`config.mk`:
```
export PLATFORM = sky130hd
export DESIGN_NAME = ctrl_decode_pipe
export DESIGN_NICKNAME = d
export VERILOG_FILES = /design/src/rtl/ctrl_pkg.sv /design/src/rtl/ctrl_table.sv /design/src/rtl/ctrl_decode_pipe.sv
export SDC_FILE = /design/constraint.sdc
export NUM_CORES = 1
export LEC_CHECK = 0
export CAP_MARGIN = 20
export CELL_PAD_IN_SITES_DETAIL_PLACEMENT = 1
export CELL_PAD_IN_SITES_GLOBAL_PLACEMENT = 1
export CORE_AREA = 2 2 67 69
export CTS_CLUSTER_DIAMETER = 40
export DETAILED_ROUTE_END_ITERATION = 10
export DIE_AREA = 0 0 69 71
export PLACE_DENSITY = 0.77
export SETUP_SLACK_MARGIN = 0.02
export SLEW_MARGIN = 20
export SYNTH_ARGS = -nofsm -noshare
export SYNTH_HDL_FRONTEND = slang
export SYNTH_HIERARCHICAL = 1
export SYNTH_SLANG_ARGS = --single-unit
```
`constraint.sdc`:
```
create_clock -name clk -period 2.3 [get_ports clk]
set_input_delay 0.46 -clock clk [delete_from_list [all_inputs] [get_ports clk]]
set_output_delay 0.46 -clock clk [all_outputs]
set_load 0.03 [all_outputs]
```
`src/rtl/ctrl_pkg.sv`:
```
// Shared decode definitions for the RV32 decode stage: opcodes, control-field
// encodings and the control bundle carried from D into EX.
package ctrl_pkg;

    localparam logic [6:0] OP_LOAD   = 7'b0000011;
    localparam logic [6:0] OP_STORE  = 7'b0100011;
    localparam logic [6:0] OP_R      = 7'b0110011;
    localparam logic [6:0] OP_BRANCH = 7'b1100011;
    localparam logic [6:0] OP_IMM    = 7'b0010011;
    localparam logic [6:0] OP_JAL    = 7'b1101111;
    localparam logic [6:0] OP_JALR   = 7'b1100111;
    localparam logic [6:0] OP_LUI    = 7'b0110111;
    localparam logic [6:0] OP_AUIPC  = 7'b0010111;

    localparam logic [6:0] F7_MULDIV = 7'b0000001;

    typedef enum logic [2:0] {
        IMM_I = 3'd0,
        IMM_S = 3'd1,
        IMM_B = 3'd2,
        IMM_J = 3'd3,
        IMM_U = 3'd4
    } imm_src_e;

    typedef enum logic [1:0] {
        SRCA_RS1  = 2'd0,
        SRCA_PC   = 2'd1,
        SRCA_ZERO = 2'd2
    } src_a_e;

    typedef enum logic [1:0] {
        RES_ALU = 2'd0,
        RES_MEM = 2'd1,
        RES_PC4 = 2'd2
    } result_src_e;

    typedef struct packed {
        logic        reg_write;
        imm_src_e    imm_src;
        src_a_e      alu_src_a;
        logic        alu_src_b;
        logic        mem_write;
        result_src_e result_src;
        logic        branch;
        logic [1:0]  alu_op;
        logic        jump;
        logic        jump_r;
        logic        mul_div;
    } ctrl_t;

    localparam ctrl_t CTRL_NOP = '0;

endpackage

```
`src/rtl/ctrl_table.sv`:
```
// Combinational opcode/funct7 decoder producing the control bundle and an
// illegal-instruction flag; illegal encodings yield an all-zero bundle.
module ctrl_table
    import ctrl_pkg::*;
#(
    parameter bit ENABLE_M = 1'b1
) (
    input  logic                      valid,
    input  logic [6:0]                opcode,
    input  logic [6:0]                funct7,
    output logic [$bits(ctrl_t)-1:0]  ctrl,
    output logic                      illegal
);

    ctrl_t dec;
    logic  known;

    always_comb begin
        dec   = CTRL_NOP;
        known = 1'b1;
        case (opcode)
            OP_LOAD: begin
                dec.reg_write  = 1'b1;
                dec.alu_src_b  = 1'b1;
                dec.result_src = RES_MEM;
            end
            OP_STORE: begin
                dec.imm_src   = IMM_S;
                dec.alu_src_b = 1'b1;
                dec.mem_write = 1'b1;
            end
            OP_R: begin
                dec.reg_write = 1'b1;
                dec.alu_op    = 2'b10;
                if (funct7 == F7_MULDIV) begin
                    dec.mul_div = ENABLE_M;
                    known       = ENABLE_M;
                end
            end
            OP_BRANCH: begin
                dec.imm_src = IMM_B;
                dec.branch  = 1'b1;
                dec.alu_op  = 2'b01;
            end
            OP_IMM: begin
                dec.reg_write = 1'b1;
                dec.alu_src_b = 1'b1;
                dec.alu_op    = 2'b10;
            end
            OP_JAL: begin
                dec.reg_write  = 1'b1;
                dec.imm_src    = IMM_J;
                dec.result_src = RES_PC4;
                dec.alu_op     = 2'b01;
                dec.jump       = 1'b1;
            end
            OP_JALR: begin
                dec.reg_write  = 1'b1;
                dec.alu_src_b  = 1'b1;
                dec.result_src = RES_PC4;
                dec.alu_op     = 2'b10;
                dec.jump_r     = 1'b1;
            end
            OP_LUI: begin
                dec.reg_write = 1'b1;
                dec.imm_src   = IMM_U;
                dec.alu_src_a = SRCA_ZERO;
                dec.alu_src_b = 1'b1;
            end
            OP_AUIPC: begin
                dec.reg_write = 1'b1;
                dec.imm_src   = IMM_U;
                dec.alu_src_a = SRCA_PC;
                dec.alu_src_b = 1'b1;
            end
            default: known = 1'b0;
        endcase
    end

    assign illegal = valid && !known;
    assign ctrl    = illegal ? CTRL_NOP : dec;

endmodule

```
`src/rtl/ctrl_decode_pipe.sv`:
```
// Decode control unit with ID/EX control register; back-pressures decode while
// a multi-cycle DIV/REM occupies EX.
module ctrl_decode_pipe
    import ctrl_pkg::*;
#(
    parameter bit          ENABLE_M    = 1'b1,
    parameter int unsigned DIV_LATENCY = 4
) (
    input  logic       clk,
    input  logic       rst_n,
    input  logic       ValidD,
    input  logic [6:0] opcode,
    input  logic [2:0] funct3,
    input  logic [6:0] funct7,
    input  logic       StallE,
    input  logic       FlushE,
    output logic       StallD,
    output logic       RegWriteE,
    output logic       MemWriteE,
    output logic       JumpE,
    output logic       JumpRE,
    output logic       BranchE,
    output logic       ALUSrcBE,
    output logic [1:0] ALUSrcAE,
    output logic [1:0] ResultSrcE,
    output logic [2:0] ImmSrcE,
    output logic [1:0] ALUopE,
    output logic [2:0] Funct3E,
    output logic       MulDivE,
    output logic       ValidE,
    output logic       IllegalE
);

    typedef enum logic {IDLE, BUSY} state_e;

    localparam logic [3:0] DIV_CNT_INIT = 4'(DIV_LATENCY - 1);

    logic [$bits(ctrl_t)-1:0] dec_bits;
    ctrl_t                    dec;
    ctrl_t                    ctrl_e;
    logic                     illegal;
    logic                     valid_e;
    logic                     illegal_e;
    logic [2:0]               funct3_e;
    logic                     load;
    logic                     div_start;
    state_e                   state, state_next;
    logic [3:0]               cnt, cnt_next;

    ctrl_table #(
        .ENABLE_M (ENABLE_M)
    ) u_table (
        .valid   (ValidD),
        .opcode  (opcode),
        .funct7  (funct7),
        .ctrl    (dec_bits),
        .illegal (illegal)
    );

    assign dec       = ctrl_t'(dec_bits);
    assign StallD    = (state == BUSY);
    assign load      = !(StallE || StallD);
    assign div_start = load && ValidD && dec.mul_div && funct3[2];

    // FlushE overrides the countdown so an aborted divide releases decode next cycle.
    always_comb begin
        state_next = state;
        cnt_next   = cnt;
        case (state)
            IDLE: begin
                if (div_start) begin
                    state_next = BUSY;
                    cnt_next   = DIV_CNT_INIT;
                end
            end
            BUSY: begin
                if (cnt == '0) begin
                    state_next = IDLE;
                end else begin
                    cnt_next = cnt - 4'd1;
                end
            end
            default: state_next = IDLE;
        endcase
        if (FlushE) begin
            state_next = IDLE;
            cnt_next   = '0;
        end
    end

    always_ff @(posedge clk) begin
        if (!rst_n) begin
            state <= IDLE;
            cnt   <= '0;
        end else begin
            state <= state_next;
            cnt   <= cnt_next;
        end
    end

    always_ff @(posedge clk) begin
        if (!rst_n || FlushE) begin
            ctrl_e    <= CTRL_NOP;
            valid_e   <= 1'b0;
            illegal_e <= 1'b0;
            funct3_e  <= '0;
        end else if (load) begin
            ctrl_e    <= ValidD ? dec : CTRL_NOP;
            valid_e   <= ValidD;
            illegal_e <= illegal;
            funct3_e  <= (ValidD && !illegal) ? funct3 : 3'b000;
        end
    end

    assign RegWriteE  = ctrl_e.reg_write;
    assign MemWriteE  = ctrl_e.mem_write;
    assign JumpE      = ctrl_e.jump;
    assign JumpRE     = ctrl_e.jump_r;
    assign BranchE    = ctrl_e.branch;
    assign ALUSrcBE   = ctrl_e.alu_src_b;
    assign ALUSrcAE   = ctrl_e.alu_src_a;
    assign ResultSrcE = ctrl_e.result_src;
    assign ImmSrcE    = ctrl_e.imm_src;
    assign ALUopE     = ctrl_e.alu_op;
    assign Funct3E    = funct3_e;
    assign MulDivE    = ctrl_e.mul_div;
    assign ValidE     = valid_e;
    assign IllegalE   = illegal_e;

endmodule

```
Word-level counts from Yosys, hierarchy flattened
Index checks and enable logic that the tools add are counted.
{"block": "totals", "reg_bits": 26, "inputBits": 22, "output_inout_bits": 22, "elab_cells": 74}
{"block": "classes", "n_addsub": 1, "n_eq_ne": 12, "mux": 22, "bitwise_logic": 2, "n_reduce_logical": 21}
{"cell": "16-bit 2-to-1 mux", "count": 2}
{"cell": "7-bit by 6-bit == test with 1-bit output (second input constant)", "count": 3}
{"cell": "7-bit == test (second input constant)", "count": 3}
{"cell": "7-bit by 5-bit == test with 1-bit output (second input constant)", "count": 2}
{"cell": "2-bit one-hot mux with 2 select lines", "count": 3}
{"cell": "3-bit one-hot mux with 4 select lines", "count": 1}
{"cell": "1-bit 2-to-1 mux", "count": 11}
{"cell": "9-bit OR reduction", "count": 1}
{"cell": "4-bit 2-to-1 mux", "count": 2}
{"cell": "4-bit one-hot mux with 2 select lines", "count": 1}
{"cell": "2-bit OR reduction", "count": 4}
{"cell": "7-bit by 1-bit == test with 1-bit output (second input constant)", "count": 1}
{"cell": "7-bit by 2-bit == test with 1-bit output (second input constant)", "count": 1}
{"cell": "7-bit OR reduction", "count": 1}
{"cell": "6-bit OR reduction", "count": 1}
{"cell": "1-bit logical AND", "count": 5}
{"cell": "1-bit logical NOT", "count": 4}
{"cell": "4-bit logical NOT", "count": 1}
{"cell": "2-bit != test (second input constant)", "count": 2}
{"cell": "4-bit by 1-bit subtractor with 4-bit output (second input constant)", "count": 1}
{"cell": "3-bit 2-to-1 mux", "count": 1}
{"cell": "3-bit OR reduction", "count": 1}
{"cell": "1-bit logical OR", "count": 2}
{"cell": "1-bit NOT", "count": 2}
{"cell": "other kinds (2)", "count": 2}

Logic depth before layout (Yosys ltp)
Gate-level depths: netlist of run 1.
{"block": "logic_depth", "depth_word": 10, "mapped_depth": 7, "mapped_depth_nobuf": 6}

Modules after synthesis
The synthesis of run 1 kept the hierarchy.
{"mod": "ctrl_decode_pipe", "instances": 1, "cells_each": 121, "area_each_um2": 1022.2, "seq_area_each_um2": 520.5}
{"mod": "ctrl_table", "instances": 1, "cells_each": 34, "area_each_um2": 229.0, "seq_area_each_um2": 0.0}

Worst setup path after synthesis of run 1
No wires, ideal clock.
{"block": "synth_timing", "path_kind": "input port to flip-flop", "from": "input funct7[1]", "to": "register cnt[2]", "setup_time_ns": 0.128, "arrival_time_ns": 1.645, "required_time_ns": 2.172, "slack_ns": 0.527, "cell_stages": 5, "n_path_buf": 0, "path_cell_list": "or4b_4 nor4_2 and4b_1 o211a_1 nor3_1"}
{"element": "from (decl)", "line": "ctrl_decode_pipe.sv:14", "rtl": "input logic [6:0] funct7,"}
{"element": "to (signal assigned)", "line": "ctrl_decode_pipe.sv:97", "rtl": "cnt <= cnt_next;"}
{"element": "to (decl)", "line": "ctrl_decode_pipe.sv:48", "rtl": "logic [3:0] cnt, cnt_next;"}

Worst setup path in the final report of run 1
{"block": "layout_timing", "from": "input opcode[5]", "to": "register funct3_e[2], in the netlist Funct3E[2]"}
{"block": "layout_between", "elab_chain_cells": 8, "word_cells_on_any_way": 16, "classes_between": "9 x eq/ne; 2 x mux; 5 x reduce/logical"}
{"element": "from (decl)", "line": "ctrl_decode_pipe.sv:12", "rtl": "input logic [6:0] opcode,"}
{"element": "7-bit by 6-bit == test with 1-bit output, or another cell as far along", "line": "ctrl_table.sv:21", "rtl": "case (opcode)"}
{"element": "9-bit OR reduction (no line) (*)"}
{"element": "1-bit 2-to-1 mux (*)"}
{"element": "1-bit logical NOT (*)", "line": "ctrl_table.sv:80", "rtl": "assign illegal = valid && !known;"}
{"element": "1-bit logical AND (*)", "line": "ctrl_table.sv:80"}
{"element": "via illegal", "line": "ctrl_decode_pipe.sv:41", "rtl": "logic illegal;"}
{"element": "1-bit logical NOT (*)", "line": "ctrl_decode_pipe.sv:111", "rtl": "funct3_e <= (ValidD && !illegal) ? funct3 : 3'b000;"}
{"element": "1-bit logical AND (*)", "line": "ctrl_decode_pipe.sv:111"}
{"element": "3-bit 2-to-1 mux (*)", "line": "ctrl_decode_pipe.sv:111"}
{"element": "to (signal assigned)", "line": "ctrl_decode_pipe.sv:111"}
{"element": "to (decl)", "line": "ctrl_decode_pipe.sv:44", "rtl": "logic [2:0] funct3_e;"}
The timed path passes the listed nets; every way through them passes the cells marked *.
A chain may end at the register's enable or synchronous reset.

==> results of run 1 <==
-- metrics by stage --
step / TNS (ns) / hold WS (ns)
2_1_floorplan: 0 / 0.439
3_3_place_gp: -0.0452 / 0.440
3_5_place_dp: -0.585 / 0.452
4_1_cts: 0 / 0.463
5_1_grt: 0 / 0.487
6_report: 0 / 0.456
-- placed cells by master, fill, tap and decap left out, types with 2 or more instances in the layout --
master and instances:
a21oi_1 21, a22oi_1 3, a31o_2 2, a31oi_1 3, and2_1 2, buf_4 17, clkbuf_8 3, clkdlybuf4s50_1 43
dfxtp_1 26, inv_1 2, nand2_1 24, nand2b_1 4, nand3_1 18, nand3b_1 2, nand4b_1 2, nor2_1 8
nor2_2 2, nor3_1 6, nor4b_1 2, or3_1 3
-- per-layer routing --
layer | share of wire, % | up-vias | track usage (%)
li1 | - | 652 | -
met1 | 44 | 612 | 19.1
met2 | 51 | 33 | 30.1
met3 | 3.7 | 4 | 2.42
met4 | 1.2 | 0 | 6.54
met5 | 0 | - | 0
-- sequential cells by signal (all words and copies together) (netlist names) --
name / cells
StallD: 1
ALUSrcAE: 2
IllegalE: 1
Funct3E: 3
MulDivE: 1
ALUSrcBE: 1
ResultSrcE: 2
MemWriteE: 1
RegWriteE: 1
ValidE: 1
cnt: 4
JumpRE: 1
ImmSrcE: 3
BranchE: 1
JumpE: 1
ALUopE: 2
-- how the worst min path moves through the flow --
| stage | cells after the start | end | slack [ns] | startpoint |
|---|---|---|---|---|
| 5_1_grt | 2 | JumpRE | 0.49 | JumpRE |
| 4_1_cts | 2 | JumpRE | 0.46 | JumpRE |
| 3_5_place_dp | 2 | JumpRE | 0.45 | JumpRE |
| 2_1_floorplan | 2 | cnt[1] | 0.44 | cnt[1] |
| 6_report | 2 | ALUSrcBE | 0.46 | ALUSrcBE |
| 3_3_place_gp | 2 | ALUopE[0] | 0.44 | ALUopE[0] |
-- power by group through the flow --
stage	Sequential, mW	Clock, mW	Combinational (mW)
2_1_floorplan	0.468	0	0.0465
3_3_place_gp	0.464	0	0.119
3_5_place_dp	0.464	0	0.123
4_1_cts	0.453	0.270	0.123
5_1_grt	0.454	0.293	0.132
6_report	0.453	0.261	0.122
-- critical path, delay by kind of cell --
family	cells	cell delay, ns
and+or+nand+nor	4	0.90
buffers and inverters	1	0.57
AOI/OAI and AO/OA	2	0.45
-- final cells by class --
type,instances,area [um2],area share (%)
flip-flops and latches,26,520,28.0
repair buffers,60,558,30.0
well taps,52,65.1,3.50
multi-input cells,116,668,35.9
inverters,2,7.51,0.403
clock buffers,3,41.3,2.22
-- logic make-up (layout without fill, tap and decap cells) --
| group | after synthesis | after routing |
|---|---|---|
| adders and majority gates | 1 | 1 |
| xor gates and xnor gates | 1 | 1 |
| buffers and inverters | 13 | 65 |
| AOI/OAI and AO/OA | 34 | 34 |
| DFF | 26 | 26 |
| and+or+nand+nor | 80 | 80 |
==> flow_metrics.env, run 1 <==
export IMPL_drive_above_1_share_pct=13.5
export IMPL_drv_slew=0
export IMPL_synth_area_per_cell_um2=8.07
export IMPL_num_rows=24
export IMPL_min_period_ns=2.16
export IMPL_yosys_warnings=6
export IMPL_combPwrFrac_pct=14.6
export IMPL_synth_top_cells_by_count="dfxtp_1 (26), nand2_1 (24), a21oi_1 (21)"
export IMPL_clk_latency_ns=0.27
export IMPL_postCtsHoldBufs=0
export IMPL_placed_cells=256
export IMPL_cts_tree="done"
export IMPL_power_density_mw_per_mm2=450
export IMPL_antenna_found_initial=0
export IMPL_grt_pass1_vias=1388
export IMPL_stdcell_area_mm2=0.00186
export IMPL_critPathMostFrequentCell="nor4b_1"
export IMPL_synthTopCellsByArea="dfxtp_1 (42%), a21oi_1 (8.4%), nand3_1 (7.2%), nand2_1 (7.2%), nor3_1 (2.4%)"
export IMPL_intPower_mw=0.633
export IMPL_cts_buffers=3
export IMPL_instances_no_fill=259
export IMPL_drt_vias_per_instance=5.02
export IMPL_initial_core_util_pct=29.8
export IMPL_crit_fanout=5
export IMPL_synth_edff_count=0
export IMPL_pwr_share_seq_pct=54.2
export IMPL_clkPwrFrac_pct=31.2
export IMPL_worstPathRequired_ns=2.51
export IMPL_critPathLaunch="opcode[5]"
export IMPL_arrival_ns=2.37
export IMPL_maxSlewHeadroom_pct=62.7
export IMPL_diodes=0
export IMPL_syn_nets=178
export IMPL_track_usage_pct=16.4
export IMPL_synthArstFlopShare_pct=0
export IMPL_synthMuxAreaShare_pct=0
export IMPL_switchingPower_mw=0.204
export IMPL_synth_seq_cells=26
export IMPL_grt_pass1_wl_um=6510
export IMPL_synth_compound_area_share_pct=16.6
export IMPL_cap_violations=0
export IMPL_yosysMostFrequentCell="dfxtp_1"
export IMPL_synth_xor_area_share_pct=0.700
export IMPL_die_h_um=71
export IMPL_post_route_util_pct=44.3
export IMPL_status="completed"
export IMPL_postSynthCellCount=155
export IMPL_wl_per_cell_um=14.8
export IMPL_vias=1301
export IMPL_synth_top_family_by_area="simple AND/OR/NAND/NOR gates"
export IMPL_worst_slew_pin_slew_ns=0.552
export IMPL_p_sw_share_pct=24.4
export IMPL_cp_cell_sequence="clkdlybuf4s50_1 -> nand2b_1 -> a211oi_1 -> nor4b_1 -> nor4b_1 -> a22oi_1 -> nor2_1"
export IMPL_die_w_um=69
export IMPL_seq_area_frac_synth_pct=41.6
export IMPL_drt_total_wl_um=3820
export IMPL_ioPinCount=44
export IMPL_skew_ns=0.00166
export IMPL_design_die_area_mm2=0.00490
export IMPL_grt_max_degree=19
export IMPL_synth_area_leader_cell="dfxtp_1"
export IMPL_p_leak_nw=0.639
export IMPL_finalCritPeriodShare_pct=94.0
export IMPL_nets=232
export IMPL_globalplace_congestion=0.899
export IMPL_clkTransAtPathRegs_ns=0.09
export IMPL_syn_to_final_growth_pct=48.7
export IMPL_rsz0062_at_grt="no"
export IMPL_gr_total_overflow=0
export IMPL_r2r_start="cnt[0]"
export IMPL_cts_root_buffer="clkbuf_8"
export IMPL_ys_types=34
export IMPL_critPathKind="primary input to flop"
export IMPL_timing_fmax_mhz=463
export IMPL_post_place_ws_ns=-0.139
export IMPL_setup_violations=0
export IMPL_dr_first_iter_drc_count=36
export IMPL_cp_slowest_cell="clkdlybuf4s50_1"
export IMPL_post_cts_resized=0
export IMPL_setup_ws_ns=0.139
export IMPL_crit_path_end="Funct3E[2]"
export IMPL_setup_worst_path_end_class="flop"
export IMPL_reg2reg_slack_ns=0.72
export IMPL_htreeDepth=1
export IMPL_timing_rr_end="cnt[1]"
export IMPL_synthFlopType="dfxtp_1"
export IMPL_reg2regPathDepth=5
export IMPL_ant_nets=0
export IMPL_synthSimpleGateAreaFrac_pct=35.1
export IMPL_start_kind="primary input"
export IMPL_postCtsSetupRepairBufs=0
export IMPL_drc=0
export IMPL_cpPeakStageDelay_ns=0.57
export IMPL_dp_hpwl_um=3040
export IMPL_synthAdderAreaFrac_pct=1.00
export IMPL_hold_viol_final=0
export IMPL_port_buffers=43
export IMPL_yosys_area_top_type_share_pct=41.6
export IMPL_fp_coreArea_mm2=0.00420
export IMPL_first_pass_iters=4
export IMPL_total_power_mw=0.837
export IMPL_clock_path_buffers=2
export IMPL_n_fill_cell=513
export IMPL_cts_sinks=26
export IMPL_hold_path_class="flop to flop"
export IMPL_netlist_area_mm2=0.00125
export IMPL_irDropWorstVdd_v=0.000205
export IMPL_place_area_mm2=0.00182
Note: power is estimated with default switching activity, not from simulation.
==> run 2, diff against run 1 <==
--- a/config.mk
+++ b/config.mk
@@ -10,10 +10,10 @@
 export CELL_PAD_IN_SITES_GLOBAL_PLACEMENT = 1
 export CORE_AREA = 2 2 67 69
 export CTS_CLUSTER_DIAMETER = 40
+export CTS_CLUSTER_SIZE = 28
 export DETAILED_ROUTE_END_ITERATION = 10
 export DIE_AREA = 0 0 69 71
 export PLACE_DENSITY = 0.77
-export SETUP_SLACK_MARGIN = 0.02
 export SLEW_MARGIN = 20
 export SYNTH_ARGS = -nofsm -noshare
 export SYNTH_HDL_FRONTEND = slang
==> results of run 2 <==
The final DEF is identical to that of run 1; final timing and power are the same.
==> run 3, diff against run 2 <==
--- a/config.mk
+++ b/config.mk
@@ -13,6 +13,7 @@
 export CTS_CLUSTER_SIZE = 28
 export DETAILED_ROUTE_END_ITERATION = 10
 export DIE_AREA = 0 0 69 71
+export GPL_TIMING_DRIVEN = 0
 export PLACE_DENSITY = 0.77
 export SLEW_MARGIN = 20
 export SYNTH_ARGS = -nofsm -noshare
==> flow_metrics.env, run 3 (synthesis gave the netlist of run 1 again) <==
export IMPL_dp_hpwl_um=2620
export IMPL_layout_commonest_cell="clkdlybuf4s50_1"
export IMPL_ioPinCount=44
export IMPL_cts_sinks=26
export IMPL_drv_slew=0
export IMPL_p_sw_share_pct=22.7
export IMPL_initial_core_util_pct=29.8
export IMPL_port_buffers=42
export IMPL_nets=226
export IMPL_globalplace_congestion=0.900
export IMPL_crit_family="simple AND/OR/NAND/NOR gates"
export IMPL_cts_buffers=3
export IMPL_drt_total_wl_um=3550
export IMPL_hold_viol_final=0
export IMPL_fp_coreArea_mm2=0.00420
export IMPL_switchingPower_mw=0.217
export IMPL_worstPathRequired_ns=2.46
export IMPL_crit_fanout=9
export IMPL_critPathLaunch="opcode[3]"
export IMPL_irDropWorstVdd_v=0.000293
export IMPL_vias=1289
export IMPL_diodes=0
export IMPL_power_density_mw_per_mm2=523
export IMPL_clkPwrFrac_pct=40.8
export IMPL_arrival_ns=2.31
export IMPL_reg2reg_slack_ns=0.80
export IMPL_track_usage_pct=15.1
export IMPL_die_w_um=69
export IMPL_cts_root_buffer="clkbuf_8"
export IMPL_cpPeakStageDelay_ns=0.48
export IMPL_htreeDepth=1
export IMPL_post_place_ws_ns=-0.372
export IMPL_drive_above_1_share_pct=10.9
export IMPL_worst_slew_pin_slew_ns=0.489
export IMPL_top_register="cnt"
export IMPL_clk_latency_ns=0.27
export IMPL_rsz0062_at_grt="no"
export IMPL_combPwrFrac_pct=11.8
export IMPL_reg2regPathDepth=5
export IMPL_cp_slowest_cell="clkdlybuf4s50_1"
export IMPL_tns_ns=0
export IMPL_n_fill_cell=524
export IMPL_drc=0
export IMPL_skew_ns=0.000699
export IMPL_grt_pass1_vias=1295
export IMPL_clkTransAtPathRegs_ns=0.10
export IMPL_dr_first_iter_drc_count=44
export IMPL_status="completed"
export IMPL_timing_rr_end="cnt[0]"
export IMPL_design_die_area_mm2=0.00490
export IMPL_drt_vias_per_instance=5.07
export IMPL_cp_depth=7
export IMPL_hold_path_class="flop to flop"
export IMPL_syn_to_final_growth_pct=46.1
export IMPL_wl_per_cell_um=14.0
export IMPL_r2r_start="cnt[0]"
export IMPL_intPower_mw=0.740
export IMPL_setup_violations=0
export IMPL_first_pass_iters=4
export IMPL_grt_max_degree=16
export IMPL_grt_pass1_wl_um=6020
export IMPL_pwr_share_seq_pct=47.4
export IMPL_num_rows=24
export IMPL_antenna_found_initial=0
export IMPL_setup_ws_ns=0.149
export IMPL_critPathKind="primary input to flop"
export IMPL_die_h_um=71
export IMPL_clock_path_buffers=2
export IMPL_postCtsHoldBufs=0
export IMPL_crit_path_end="cnt[3]"
export IMPL_cts_tree="done"
export IMPL_p_leak_nw=0.613
export IMPL_maxSlewHeadroom_pct=67.4
export IMPL_finalCritPeriodShare_pct=93.5
export IMPL_timing_fmax_mhz=465
export IMPL_largest_reg_flops=4
export IMPL_setup_worst_path_end_class="flop"
export IMPL_most_common_layout_cells="clkdlybuf4s50_1 (42), dfxtp_1 (26), nand2_1 (24)"
export IMPL_cap_violations=0
export IMPL_cp_cell_sequence="clkdlybuf4s50_1 -> nand3b_4 -> nand2b_1 -> nor4_2 -> and4b_1 -> or3b_2 -> a31oi_1"
export IMPL_start_kind="primary input"
export IMPL_min_period_ns=2.15
export IMPL_gr_total_overflow=0
export IMPL_critPathBufInv=1
export IMPL_ant_nets=0
==> run 3: tightest hold or removal path, cell delays in order (launching register included) <==
cell and delay, ns:
dfxtp_1 0.32, nand2_1 0.05, a21oi_1 0.05
==> run 3: metrics by stage <==
stage | instance area [um2] | std cells | total power [mW] | util (%) | hold slack, ns
after floorplan | 1250 | 155 | 0.514 | - | 0.439
after global placement | 1740 | 249 | 0.573 | 41.3 | 0.438
after detailed placement | 1740 | 249 | 0.574 | 41.3 | 0.447
after CTS | 1810 | 253 | 0.961 | 43.2 | 0.459
after global routing | 1830 | 254 | 0.992 | 43.5 | 0.475
final | 1830 | 254 | 0.956 | 43.5 | 0.454
==> run 3: timing repair <==
item,CTS,global route
setup endpoints to repair,3,3
pin swaps,0,1
resized for setup,1,1
setup buffers,0,1
==> run 3: worst min-delay path by stage <==
stage	cells past startpoint	endpoint	startpoint
detailed placement	2	ALUopE[1]	ALUopE[1]
floorplan	2	cnt[1]	cnt[1]
finish	2	ResultSrcE[1]	ResultSrcE[1]
global route	2	ALUopE[1]	ALUopE[1]
global placement	2	ImmSrcE[2]	ImmSrcE[2]
CTS	2	ResultSrcE[1]	ResultSrcE[1]
==> run 3: final cells by class <==
class                   count  area (um2)  area share, %
clock inverters             1        30.0           1.64
repair buffers             43         428           23.4
inverters                   2        7.51          0.411
plain buffers              11        55.1           3.01
well taps                  52        65.1           3.56
flip-flops and latches     26         520           28.5
multi-input cells         116         681           37.2
clock buffers               3        41.3           2.26
==> run 3: layer usage <==
metal  global-route usage [%]  share of wire, %
met1                     20.0                48
met4                     5.88               1.4
met2                     24.3                45
met3                     2.85               5.4
met5                        0                 0
==> run 3: power groups by stage <==
stage / clock network, mW / registers [mW] / logic, mW
after floorplan: 0 / 0.468 / 0.0465
final: 0.390 / 0.453 / 0.113
after global routing: 0.415 / 0.454 / 0.123
after global placement: 0 / 0.464 / 0.109
after detailed placement: 0 / 0.464 / 0.110
after CTS: 0.395 / 0.453 / 0.112
